[config.mk]
export PLATFORM = sky130hd
export DESIGN_NAME = gcd_operand_sequencer_flat
export DESIGN_NICKNAME = d
export VERILOG_FILES = /design/src/rtl/gcd_operand_sequencer_if.sv /design/src/rtl/gcd_operand_sequencer.sv /design/src/flat_wrapper.sv
export SDC_FILE = /design/constraint.sdc
export NUM_CORES = 1
export LEC_CHECK = 0
export ABC_CLOCK_PERIOD_IN_PS = 3220
export CORE_MARGIN = 1.5
export CORE_UTILIZATION = 40
export DETAILED_ROUTE_END_ITERATION = 10
export HOLD_SLACK_MARGIN = 0.12
export PLACE_DENSITY = 0.73
export SYNTH_ARGS = -nofsm -noshare
export SYNTH_HDL_FRONTEND = slang
export SYNTH_SLANG_ARGS = --single-unit
[constraint.sdc]
create_clock -name clk -period 3.22 [get_ports clk]
set_input_delay 0.644 -clock clk [delete_from_list [all_inputs] [get_ports clk]]
set_output_delay 0.644 -clock clk [all_outputs]
set_load 0.03 [all_outputs]
[src/rtl/gcd_operand_sequencer_if.sv]
// Host, result and GCD-core signals of gcd_operand_sequencer bundled together.
// The sequencer uses the slave view; the environment (host + core) uses master.
`timescale 1ns/1ps
interface gcd_operand_sequencer_if #(
  parameter int WIDTH = 16
);
  logic             in_valid;
  logic             in_ready;
  logic [WIDTH-1:0] in_a;
  logic [WIDTH-1:0] in_b;

  logic             gcd_start;
  logic [WIDTH-1:0] gcd_data;
  logic             gcd_done;
  logic [WIDTH-1:0] gcd_result;

  logic             res_valid;
  logic             res_ready;
  logic [WIDTH-1:0] res_data;
  logic [WIDTH-1:0] res_a;
  logic [WIDTH-1:0] res_b;
  logic [15:0]      res_cycles;
  logic             res_err;

  modport slave (
    input  in_valid, in_a, in_b, gcd_done, gcd_result, res_ready,
    output in_ready, gcd_start, gcd_data,
    output res_valid, res_data, res_a, res_b, res_cycles, res_err
  );

  modport master (
    output in_valid, in_a, in_b, gcd_done, gcd_result, res_ready,
    input  in_ready, gcd_start, gcd_data,
    input  res_valid, res_data, res_a, res_b, res_cycles, res_err
  );
endinterface

[src/rtl/gcd_operand_sequencer.sv]
// Operand-pair FIFO plus start/load-A/load-B sequencer driving a subtractive GCD core.
// Optional WAIT watchdog enabled by defining GCD_SEQ_TIMEOUT_EN.
`timescale 1ns/1ps
module gcd_operand_sequencer #(
  parameter int WIDTH          = 16,
  parameter int DEPTH          = 4,
  parameter int TIMEOUT_CYCLES = 1024
) (
  input logic                   clk,
  input logic                   rst_n,
  gcd_operand_sequencer_if.slave bus
);
  localparam int AW = $clog2(DEPTH);
  localparam logic [AW:0] PTR_ONE = {{AW{1'b0}}, 1'b1};
`ifdef GCD_SEQ_TIMEOUT_EN
  localparam bit TIMEOUT_EN = 1'b1;
`else
  localparam bit TIMEOUT_EN = 1'b0;
`endif

  typedef enum logic [2:0] {
    S_IDLE,
    S_START,
    S_LOAD_A,
    S_LOAD_B,
    S_WAIT,
    S_RESULT
  } state_t;

  state_t state_reg, state_next;

  logic [WIDTH-1:0] mem_a [DEPTH];
  logic [WIDTH-1:0] mem_b [DEPTH];
  logic [AW:0]      wr_ptr_reg, rd_ptr_reg;
  logic             full, empty, push, pop;
  logic [WIDTH-1:0] head_a, head_b;
  logic             head_zero;

  logic [WIDTH-1:0] cur_a_reg, cur_b_reg;
  logic [WIDTH-1:0] res_data_reg, res_a_reg, res_b_reg;
  logic [15:0]      res_cycles_reg;
  logic             res_err_reg;
  logic [15:0]      wait_cnt_reg, wait_cnt_inc;
  logic             timeout_reached;

  logic             take_bypass, cnt_clear, capture_done, timeout_hit;
  logic             gcd_start_c, res_valid_c;
  logic [WIDTH-1:0] gcd_data_c;

  // Extra pointer MSB distinguishes full from empty when the indices match.
  assign empty = (wr_ptr_reg == rd_ptr_reg);
  assign full  = (wr_ptr_reg[AW] != rd_ptr_reg[AW]) &&
                 (wr_ptr_reg[AW-1:0] == rd_ptr_reg[AW-1:0]);
  assign push  = bus.in_valid && !full;
  assign bus.in_ready = !full;

  assign head_a    = mem_a[rd_ptr_reg[AW-1:0]];
  assign head_b    = mem_b[rd_ptr_reg[AW-1:0]];
  assign head_zero = (head_a == '0) || (head_b == '0);

  always_ff @(posedge clk) begin
    if (push) begin
      mem_a[wr_ptr_reg[AW-1:0]] <= bus.in_a;
      mem_b[wr_ptr_reg[AW-1:0]] <= bus.in_b;
    end
  end

  always_ff @(posedge clk or negedge rst_n) begin
    if (!rst_n) begin
      wr_ptr_reg <= '0;
      rd_ptr_reg <= '0;
    end else begin
      if (push) wr_ptr_reg <= wr_ptr_reg + PTR_ONE;
      if (pop)  rd_ptr_reg <= rd_ptr_reg + PTR_ONE;
    end
  end

  assign wait_cnt_inc    = (wait_cnt_reg == 16'hFFFF) ? wait_cnt_reg : wait_cnt_reg + 16'd1;
  assign timeout_reached = TIMEOUT_EN && (32'(wait_cnt_inc) == 32'(TIMEOUT_CYCLES));

  always_ff @(posedge clk or negedge rst_n) begin
    if (!rst_n) state_reg <= S_IDLE;
    else        state_reg <= state_next;
  end

  always_comb begin
    state_next   = state_reg;
    pop          = 1'b0;
    take_bypass  = 1'b0;
    cnt_clear    = 1'b0;
    capture_done = 1'b0;
    timeout_hit  = 1'b0;
    gcd_start_c  = 1'b0;
    gcd_data_c   = '0;
    res_valid_c  = 1'b0;
    case (state_reg)
      S_IDLE: begin
        if (!empty) begin
          pop = 1'b1;
          // A zero operand would never terminate the subtractive core.
          if (head_zero) begin
            take_bypass = 1'b1;
            state_next  = S_RESULT;
          end else begin
            state_next  = S_START;
          end
        end
      end
      S_START: begin
        gcd_start_c = 1'b1;
        gcd_data_c  = cur_a_reg;
        state_next  = S_LOAD_A;
      end
      S_LOAD_A: begin
        gcd_data_c = cur_a_reg;
        state_next = S_LOAD_B;
      end
      S_LOAD_B: begin
        gcd_data_c = cur_b_reg;
        cnt_clear  = 1'b1;
        state_next = S_WAIT;
      end
      S_WAIT: begin
        gcd_data_c = cur_b_reg;
        if (bus.gcd_done) begin
          capture_done = 1'b1;
          state_next   = S_RESULT;
        end else if (timeout_reached) begin
          timeout_hit = 1'b1;
          state_next  = S_RESULT;
        end
      end
      S_RESULT: begin
        res_valid_c = 1'b1;
        if (bus.res_ready) state_next = S_IDLE;
      end
      default: state_next = S_IDLE;
    endcase
  end

  always_ff @(posedge clk or negedge rst_n) begin
    if (!rst_n) begin
      cur_a_reg      <= '0;
      cur_b_reg      <= '0;
      res_data_reg   <= '0;
      res_a_reg      <= '0;
      res_b_reg      <= '0;
      res_cycles_reg <= '0;
      res_err_reg    <= 1'b0;
      wait_cnt_reg   <= '0;
    end else begin
      if (pop) begin
        cur_a_reg <= head_a;
        cur_b_reg <= head_b;
      end
      if (take_bypass) begin
        res_data_reg   <= head_a | head_b;
        res_a_reg      <= head_a;
        res_b_reg      <= head_b;
        res_cycles_reg <= '0;
        res_err_reg    <= 1'b0;
      end
      if (cnt_clear) begin
        wait_cnt_reg <= '0;
      end else if (state_reg == S_WAIT) begin
        wait_cnt_reg <= wait_cnt_inc;
      end
      // The cycle that sees done is itself counted as a WAIT cycle.
      if (capture_done) begin
        res_data_reg   <= bus.gcd_result;
        res_a_reg      <= cur_a_reg;
        res_b_reg      <= cur_b_reg;
        res_cycles_reg <= wait_cnt_inc;
        res_err_reg    <= 1'b0;
      end
      if (timeout_hit) begin
        res_data_reg   <= '0;
        res_a_reg      <= cur_a_reg;
        res_b_reg      <= cur_b_reg;
        res_cycles_reg <= wait_cnt_inc;
        res_err_reg    <= 1'b1;
      end
    end
  end

  assign bus.gcd_start  = gcd_start_c;
  assign bus.gcd_data   = gcd_data_c;
  assign bus.res_valid  = res_valid_c;
  assign bus.res_data   = res_data_reg;
  assign bus.res_a      = res_a_reg;
  assign bus.res_b      = res_b_reg;
  assign bus.res_cycles = res_cycles_reg;
  assign bus.res_err    = res_err_reg;
endmodule

[src/flat_wrapper.sv]
// flat-port wrapper written by rule: the top's interface ports become plain ports
module gcd_operand_sequencer_flat 
#(
  parameter int WIDTH          = 16,
  parameter int DEPTH          = 4,
  parameter int TIMEOUT_CYCLES = 1024
)
  (clk, rst_n, bus_in_valid, bus_in_a, bus_in_b, bus_gcd_done, bus_gcd_result, bus_res_ready, bus_in_ready, bus_gcd_start, bus_gcd_data, bus_res_valid, bus_res_data, bus_res_a, bus_res_b, bus_res_cycles, bus_res_err);
  gcd_operand_sequencer_if #(.WIDTH(WIDTH)) bus_i ();
  input logic clk;
  input logic rst_n;
  input wire logic [$bits(bus_i.in_valid)-1:0] bus_in_valid;
  input wire logic [$bits(bus_i.in_a)-1:0] bus_in_a;
  input wire logic [$bits(bus_i.in_b)-1:0] bus_in_b;
  input wire logic [$bits(bus_i.gcd_done)-1:0] bus_gcd_done;
  input wire logic [$bits(bus_i.gcd_result)-1:0] bus_gcd_result;
  input wire logic [$bits(bus_i.res_ready)-1:0] bus_res_ready;
  output wire logic [$bits(bus_i.in_ready)-1:0] bus_in_ready;
  output wire logic [$bits(bus_i.gcd_start)-1:0] bus_gcd_start;
  output wire logic [$bits(bus_i.gcd_data)-1:0] bus_gcd_data;
  output wire logic [$bits(bus_i.res_valid)-1:0] bus_res_valid;
  output wire logic [$bits(bus_i.res_data)-1:0] bus_res_data;
  output wire logic [$bits(bus_i.res_a)-1:0] bus_res_a;
  output wire logic [$bits(bus_i.res_b)-1:0] bus_res_b;
  output wire logic [$bits(bus_i.res_cycles)-1:0] bus_res_cycles;
  output wire logic [$bits(bus_i.res_err)-1:0] bus_res_err;
  assign bus_i.in_valid = bus_in_valid;
  assign bus_i.in_a = bus_in_a;
  assign bus_i.in_b = bus_in_b;
  assign bus_i.gcd_done = bus_gcd_done;
  assign bus_i.gcd_result = bus_gcd_result;
  assign bus_i.res_ready = bus_res_ready;
  assign bus_in_ready = bus_i.in_ready;
  assign bus_gcd_start = bus_i.gcd_start;
  assign bus_gcd_data = bus_i.gcd_data;
  assign bus_res_valid = bus_i.res_valid;
  assign bus_res_data = bus_i.res_data;
  assign bus_res_a = bus_i.res_a;
  assign bus_res_b = bus_i.res_b;
  assign bus_res_cycles = bus_i.res_cycles;
  assign bus_res_err = bus_i.res_err;
  gcd_operand_sequencer #(.WIDTH(WIDTH), .DEPTH(DEPTH), .TIMEOUT_CYCLES(TIMEOUT_CYCLES)) u_core (.clk(clk), .rst_n(rst_n), .bus(bus_i));
endmodule
[After elaboration in Yosys (flattened, before gate mapping)]
Memory sizes are Yosys's and may differ from the RTL's.
Index checks and enable logic that the tools add are counted.
Cells by class
  $add $sub $neg: 3
  $mul: 0
  div/mod/pow operators: 0
  $lt $le $gt $ge: 0
  equal/unequal tests: 12
  shifts and indexed selects: 0
  muxes and demuxes: 31
  bitwise operators: 1
  reduce and logical (&&, ||, !) cells: 12
Operators with widths (count)
  2-to-1 mux 16 bit: 11
  logical NOT 16 bit: 2
  case mux 16 bit (2 select lines): 1
  case mux 3 bit (6 select lines): 1
  adder 16 x 1 -> 16 bit, second input constant: 1
  == test 16 bit, second input constant: 1
  bitwise OR 16 bit: 1
  2-to-1 mux 1 bit: 14
  2-to-1 mux 3 bit: 4
  adder 3 x 1 -> 3 bit, second input constant: 2
  == test 3 x 2 -> 1 bit, second input constant: 2
  == test 3 bit, second input constant: 2
  inequality test 2 bit, second input constant: 3
  nonzero test 2 bit: 2
  OR reduction 2 bit: 2
  == test 3 x 1 -> 1 bit, second input constant: 1
  == test 3 bit: 1
  logical NOT 3 bit: 1
  AND reduction 3 bit: 1
  == test 2 bit: 1
  logical AND 1 bit: 2
  logical NOT 1 bit: 1
  logical OR 1 bit: 1
  inequality test 1 bit: 1
Storage, ports and cells
  bits in registers: 122
  latch bits: 0
  memory bits (writable): 128
  ROM bits: 0
  bits of input ports: 53
  memories kept: 2
Memories
  u_core.mem_a: words 4, width 16, rd ports 1, clocked after Yosys merged registers in 0, write ports 1, RTL line gcd_operand_sequencer.sv:32  | logic [WIDTH-1:0] mem_a [DEPTH];
  u_core.mem_b: words 4, width 16, rd ports 1, clocked after Yosys merged registers in 0, write ports 1, RTL line gcd_operand_sequencer.sv:33  | logic [WIDTH-1:0] mem_b [DEPTH];

[Longest topological paths before layout]
Gate-level depths: netlist (run 1).
An unclocked memory read counts as a cell.
  depth in word-level cells: 8
  depth in mapped cells: 10
  gate-level depth less buffers: 6

[Worst setup path before layout (run 1)]
Ideal clock, no wire load.
  path kind: register to register
  start: register u_core.rd_ptr_reg[1]
  end: register u_core.res_data_reg[10] (netlist: u_core.bus.res_data[10])
  arrival: 2.501 ns
  slack: 0.593 ns
  stages on the path, launching flop included: 10
  buffers on the path: 3
  period minus slack after synthesis: 2.627 ns
  cells stage by stage: dfrtp_1 clkbuf_1 clkbuf_1 mux4_2 nor4_1 nand4_1 a21boi_2 nor2_2 buf_2 a221o_1
On the way
  word-level cells in the longest chain between the ends: 7
  elaborated cells between the ends (all ways): 13
  classes of those cells: 1 x eq/ne; 5 x mux; 1 x bitwise; 4 x reduce/logical; 2 x memory
RTL lines
  start, declared: RTL line gcd_operand_sequencer.sv:34  | logic [AW:0] wr_ptr_reg, rd_ptr_reg;
  start signal, assigned: RTL line gcd_operand_sequencer.sv:74  | if (pop) rd_ptr_reg <= rd_ptr_reg + PTR_ONE;
  memory read (4 x 16 bit) (on tied branches)
  logical NOT 16 bit: RTL line gcd_operand_sequencer.sv:59  | assign head_zero = (head_a == '0) || (head_b == '0);
  logical OR 1 bit: RTL line gcd_operand_sequencer.sv:59
  2-to-1 mux 1 bit: RTL line gcd_operand_sequencer.sv:101  | if (head_zero) begin
  2-to-1 mux 1 bit: RTL line gcd_operand_sequencer.sv:98  | if (!empty) begin
  2-to-1 mux 1 bit: RTL line gcd_operand_sequencer.sv:96  | case (state_reg)
  nonzero test 2 bit (no line)
  end signal, assigned: RTL line gcd_operand_sequencer.sv:157  | res_data_reg <= head_a | head_b;
  end signal, assigned: RTL line gcd_operand_sequencer.sv:170  | res_data_reg <= bus.gcd_result;
  end, declared: RTL line gcd_operand_sequencer.sv:40  | logic [WIDTH-1:0] res_data_reg, res_a_reg, res_b_reg;
Several ways; a longest one is shown, not always the timed one. The select of a mux whose other input is x is not followed.
A chain may end at the register's enable or synchronous reset.

[Worst setup path after layout (run 1)]
  start: register u_core.rd_ptr_reg[0]
  end: register u_core.res_data_reg[13] (netlist: u_core.bus.res_data[13])
The elaborated chain is that of the path after synthesis.

==> results of run 1 <==
## worst max path at each step
stage | depth (start not counted) | start | end
2_1_floorplan | 9 | u_core.rd_ptr_reg[1] | u_core.bus.res_data[10]
3_3_place_gp | 8 | u_core.rd_ptr_reg[0] | u_core.bus.res_data[5]
3_5_place_dp | 8 | u_core.rd_ptr_reg[0] | u_core.bus.res_data[5]
4_1_cts | 8 | u_core.rd_ptr_reg[0] | u_core.bus.res_data[5]
5_1_grt | 8 | u_core.rd_ptr_reg[0] | u_core.bus.res_b[8]
6_report | 8 | u_core.rd_ptr_reg[0] | u_core.bus.res_data[13]
## layer usage
layer | routed length, µm | vias to the layer above | GRT usage
li1 | - | 2967 | -
met1 | 11000 | 3381 | 0.275
met2 | 11900 | 241 | 0.302
met3 | 1560 | 41 | 0.0325
met4 | 588 | 0 | 0.0513
met5 | 0 | - | 0
## layout make-up
type                       instances  area, µm²  share of cell area
clock buffer                      37        773              0.0590
clock inverter                    12        205              0.0157
inverter                           5       18.8             0.00143
multi-input combinational        390       3170               0.242
tap                              330        413              0.0315
sequential                       249       6870               0.524
timing repair buffer             161       1650               0.126
## cell families (layout without fill, tap and decap cells)
logic type	after synthesis	count (layout)	share of synthesized area
flip-flops	249	249	0.670
AND/OR/NAND/NOR	124	124	0.0563
XOR/XNOR	19	19	0.0162
multiplexers	67	67	0.108
adder cells (fa/ha/maj)	6	6	0.00732
other	1	1	0.000366
buffers and inverters	50	215	0.0233
AO/OA/AOI/OAI	173	173	0.118
## layout by cell type, fill, tap and decap left out, types with 16 or more instances in the layout
master	synthesis	final
a221o_1	16	16
edfxtp_1	128	128
dfrtp_1	121	120
o21ai_0	46	45
buf_4	6	31
nand2_1	74	73
clkbuf_16	0	27
o21a_1	16	16
a22o_1	18	18
a22oi_1	32	32
mux4_2	32	32
mux2_2	33	33
clkdlybuf4s50_1	0	117
## worst max-delay path, stage by stage, from the launching register on
cell and delay (ns):
dfrtp_2 0.53, buf_12 0.18, mux4_2 0.58, nor4_2 0.44
nand4_1 0.31, a21boi_4 0.27, buf_4 0.34, o21a_1 0.21
a221o_1 0.13
## stage by stage
stage,worst slack (ns),hold WS [ns],cells
detailed placement,-0.00230,0.483,1135
CTS,0.132,0.220,1184
global placement,0.0166,0.476,1135
finish,0.139,0.187,1184
global route,0.00670,0.253,1184
floorplan,0.593,0.348,689
## timing repair
item,CTS,global route
hold buffers,0,0
resized for setup,2,0
buffers inserted,0,0
endpoints found under the setup margin,17,0
hold endpoints to repair,0,0
## report_power, final
group          switching (mW)  internal [mW]
sequential              0.613           4.38
clock                    1.27           2.08
combinational            3.27           2.53
total                    5.15           9.00
==> impl_metrics.env, run 1 <==
export IMPL_grt_pass1_vias=6690
export IMPL_synthArstFlopShare=0.486
export IMPL_grt_max_degree=61
export IMPL_required_ns=3.70
export IMPL_yosys_most_used_dff="edfxtp_1"
export IMPL_fin_setup_tns_ns=0
export IMPL_dr_pass1_iters=4
export IMPL_gp_congestion=0.815
export IMPL_utilization=0.520
export IMPL_antenna_found_initial=0
export IMPL_grt_pass1_wl_um=38600
export IMPL_setup_violations=0
export IMPL_reg2reg_depth=8
export IMPL_synth_cell_area_um2=10300
export IMPL_clkTransAtPathRegs_ns=0.06
export IMPL_nets=893
export IMPL_post_route_period_util=0.957
export IMPL_cts_max_level=1
export IMPL_num_rows=58
export IMPL_drtAntennaViolNets=0
export IMPL_yosysTopAreaCellShare=0.375
export IMPL_p_per_area_nw_per_um2=1080
export IMPL_yosysMostFrequentCell="edfxtp_1"
export IMPL_start_util=0.407
export IMPL_worstPathArrival_ns=3.56
export IMPL_synth_fp_nets=748
export IMPL_fmax_ghz=0.325
export IMPL_syn_area_per_cell_um2=14.9
export IMPL_total_power_mw=14.2
export IMPL_cts_root_buf="clkbuf_16"
export IMPL_rsz0062_at_grt="false"
export IMPL_cts_buffer_depth=3
export IMPL_tightest_slew_ns=1.19
export IMPL_synth_area_leaders="edfxtp_1, dfrtp_1, mux4_2"
export IMPL_timing_rr_end="u_core.bus.res_data[13]"
export IMPL_cts_sinks=249
export IMPL_detail_route_wl_per_cell_um=21.2
export IMPL_fin_skew_ns=0.0112
export IMPL_cp_start_kind="register"
export IMPL_rrSetupSlack_ns=0.14
export IMPL_drv_slew=0
export IMPL_core_area_um2=25200
export IMPL_vias=6630
export IMPL_viasPerCell=5.60
export IMPL_ys_seq_elements=249
export IMPL_hp_class="input port to async pin"
export IMPL_ys_types=46
export IMPL_chipHeight_um=163
export IMPL_drive_above_1_share=0.189
export IMPL_post_dp_cell_area_um2=12100
export IMPL_track_usage=0.191
export IMPL_portBuffers=135
export IMPL_drt_wl_total_um=25100
export IMPL_ys_top_cells_by_count="edfxtp_1, dfrtp_1, nand2_1"
export IMPL_final_fill_count=2052
export IMPL_crit_type="register to register"
export IMPL_clock_latency_ns=0.54
export IMPL_yosys_area_top_type="edfxtp_1"
export IMPL_synth_cells=689
export IMPL_fin_area_um2=13100
export IMPL_cts_tree="done"
export IMPL_drc=0
export IMPL_rr_startpoint="u_core.rd_ptr_reg[0]"
export IMPL_synth_edf_count=128
export IMPL_die_w_um=163
export IMPL_p_leak_nw=4.87
export IMPL_end_kind="register"
export IMPL_ios=137
export IMPL_dieArea_um2=26600
export IMPL_min_period_ns=3.08
export IMPL_finalHoldViolCount=0
export IMPL_syn2layout_area_growth_pct=27.8
export IMPL_yosysSeqAreaShare=0.670
export IMPL_ir_worst_vdd_mv=0.638
export IMPL_hpwl_um=16800
export IMPL_ys_warn_count=0
export IMPL_crit_fanout=31
export IMPL_max_cap_violations=0
export IMPL_relSlewSlack=0.205
export IMPL_diodes=0
export IMPL_cts_made_buffers=27
export IMPL_grt_overflow=0
export IMPL_status="finished clean"
export IMPL_first_iter_violations=563
Note: power is estimated with default switching activity, not from simulation.
==> run 2, diff against run 1 <==
- ABC_CLOCK_PERIOD_IN_PS: 3220 -> 2700
- PLACE_DENSITY: 0.73 -> 0.75
- clock period: 3.22 -> 2.7 ns (I/O delays scaled with it)
==> run 2 against run 1 <==
Compared with the run above: critical endpoint is now u_core.bus.res_data[9]; clock power is 11% higher; hold slack better by 0.32 ns; the flow now finishes with violations (setup timing); register-to-register slack worse by 0.29 ns; highest routed layer unchanged; largest cell class unchanged.
==> impl_metrics.env, run 2 (synthesized netlist as in run 1, its figures left out) <==
export IMPL_grt_overflow=0
export IMPL_placedCellCount=1162
export IMPL_drc=0
export IMPL_start_util=0.407
export IMPL_track_usage=0.196
export IMPL_grt_max_degree=63
export IMPL_tightest_slew_ns=0.675
export IMPL_drt_wl_total_um=26800
export IMPL_internal_power_mw=11.1
export IMPL_drv_slew=0
export IMPL_finalHoldViolCount=0
export IMPL_whs_ns=0.503
export IMPL_nets=942
export IMPL_p_per_area_nw_per_um2=1280
export IMPL_die_w_um=163
export IMPL_layout_common_cells="edfxtp_1, dfrtp_1, clkdlybuf4s50_1"
export IMPL_viasPerCell=5.71
export IMPL_detail_route_wl_per_cell_um=21.8
export IMPL_first_iter_violations=745
export IMPL_rsz0062_at_grt="true"
export IMPL_dieArea_um2=26600
export IMPL_fmax_ghz=0.351
export IMPL_p_leak_nw=5.16
export IMPL_drtAntennaViolNets=0
export IMPL_dr_pass1_iters=5
export IMPL_fin_cells=1232
export IMPL_final_common_cell="edfxtp_1"
export IMPL_final_fill_count=1943
export IMPL_chipHeight_um=163
export IMPL_cts_buffer_depth=3
export IMPL_crit_path_top_delay_cell="mux4_2"
export IMPL_fin_setup_tns_ns=-4.92
export IMPL_post_dp_cell_area_um2=12400
export IMPL_diodes=0
export IMPL_portBuffers=135
export IMPL_max_cap_violations=0
export IMPL_hp_class="register to register"
export IMPL_required_ns=3.13
export IMPL_gp_congestion=0.871
export IMPL_p_comb_frac=0.449
export IMPL_multi_input_area_um2=3290
export IMPL_cp_start_kind="register"
export IMPL_end_kind="register"
export IMPL_regArea_um2=6870
export IMPL_violations="setup timing"
export IMPL_power_switching_mw=6.52
export IMPL_cts_sinks=249
export IMPL_cts_made_buffers=27
export IMPL_crit_top_cell="buf_12"
export IMPL_cts_tree="done"
export IMPL_crit_chain="buf_12 > buf_12 > mux4_2 > nor4_2 > buf_4 > nand4_1 > a21boi_4 > buf_6 > nor2_4 > a221o_1"
export IMPL_vias=7040
export IMPL_p_clk_frac=0.211
export IMPL_num_rows=58
export IMPL_cts_root_buf="clkbuf_16"
export IMPL_total_power_mw=17.6
export IMPL_antenna_found_initial=0
export IMPL_cts_max_level=1
export IMPL_clock_latency_ns=0.55
export IMPL_fin_ws_ns=-0.152
export IMPL_relSlewSlack=0.547
export IMPL_switching_share=0.370
export IMPL_status="complete, but fails checks"
export IMPL_setup_violations=64
export IMPL_clkTransAtPathRegs_ns=0.07
export IMPL_post_route_period_util=1.06
export IMPL_worstPathArrival_ns=3.28
export IMPL_min_period_ns=2.85
export IMPL_grt_pass1_wl_um=39900
export IMPL_p_seq_frac=0.340
export IMPL_crit_type="register to register"
export IMPL_fin_area_um2=13700
export IMPL_grt_pass1_vias=6934
export IMPL_ios=137
export IMPL_syn2layout_area_growth_pct=34.0
export IMPL_crit_fanout=7
export IMPL_slowest_delay_ns=0.52
export IMPL_core_area_um2=25200
export IMPL_drive_above_1_share=0.237
export IMPL_hpwl_um=17100
export IMPL_ir_worst_vdd_mv=0.792
export IMPL_fin_skew_ns=0.0179
-- run 2: cell count changes in the layout (fill, tap and decap cells not counted), sizes merged, moves of 2 or more --
| cell | delta |
|---|---|
| bufinv | -2 |
| nor2 | +2 |
| clkbuf | +2 |
| buf | +44 |
| clkdlybuf4s50 | -2 |
| clkinv | +3 |
-- run 2: path summary, 6_finish.rpt --
kind	start	to	slack, ns	cells past startpoint
hold / removal	u_core.wr_ptr_reg[2]	u_core.wr_ptr_reg[2]	0.50	1
hold reg to reg	u_core.wr_ptr_reg[2]	u_core.wr_ptr_reg[2]	0.50	1
min in group asynchronous	rst_n	u_core.bus.res_cycles[3]	0.58	2
setup / recovery	u_core.rd_ptr_reg[0]	u_core.bus.res_data[9]	-0.15	10
max in group asynchronous	rst_n	u_core.bus.res_a[8]	1.36	3
setup reg to reg	u_core.rd_ptr_reg[0]	u_core.bus.res_data[9]	-0.15	10
-- run 2: per-stage QoR --
step,utilization,setup slack [ns]
floorplan,-,0.0728
finish,0.546,-0.152
global placement,0.494,-0.0338
CTS,0.539,-0.0529
global route,0.546,-0.199
detailed placement,0.494,-0.143
-- run 2: critical path: cells and delay by family, from the launching register on --
| family | cells | cell delay (ns) |
|---|---|---|
| flops | 1 | 0.38 |
| compound gates | 2 | 0.65 |
| simple gates | 3 | 0.57 |
| buf+inv | 4 | 0.61 |
| mux | 1 | 0.52 |
-- run 2: cell type report --
cell class | instances | share of cell area
sequential | 249 | 0.500
clock inverter | 12 | 0.0117
tap | 330 | 0.0301
inverter | 5 | 0.00137
clock buffer | 36 | 0.0538
multi-input combinational | 392 | 0.240
timing repair buffer | 208 | 0.163
-- run 2: metal layers --
layer | global-route usage | part of all wire | up-vias
met3 | 0.0356 | 0.076 | 51
li1 | - | - | 3072
met5 | 0 | 0 | -
met2 | 0.300 | 0.47 | 359
met1 | 0.287 | 0.43 | 3558
met4 | 0.0555 | 0.026 | 0
-- run 2: power groups by stage --
stage / clock, mW / combinational [mW] / sequential, mW
floorplan: 0 / 3.45 / 6.50
global placement: 0 / 7.39 / 5.97
detailed placement: 0 / 7.50 / 6.00
CTS: 3.75 / 7.78 / 5.96
global route: 3.91 / 8.34 / 6.08
finish: 3.72 / 7.92 / 5.98
-- run 2: repair_timing --
item                                    4_1_cts  5_1_grt
pin swaps                                     1        7
hold buffers                                  1        0
resized for setup                            20       21
setup buffers                                11        5
endpoints found under the setup margin       68       81
endpoints found under the hold margin        46        0
cloned                                        3        5
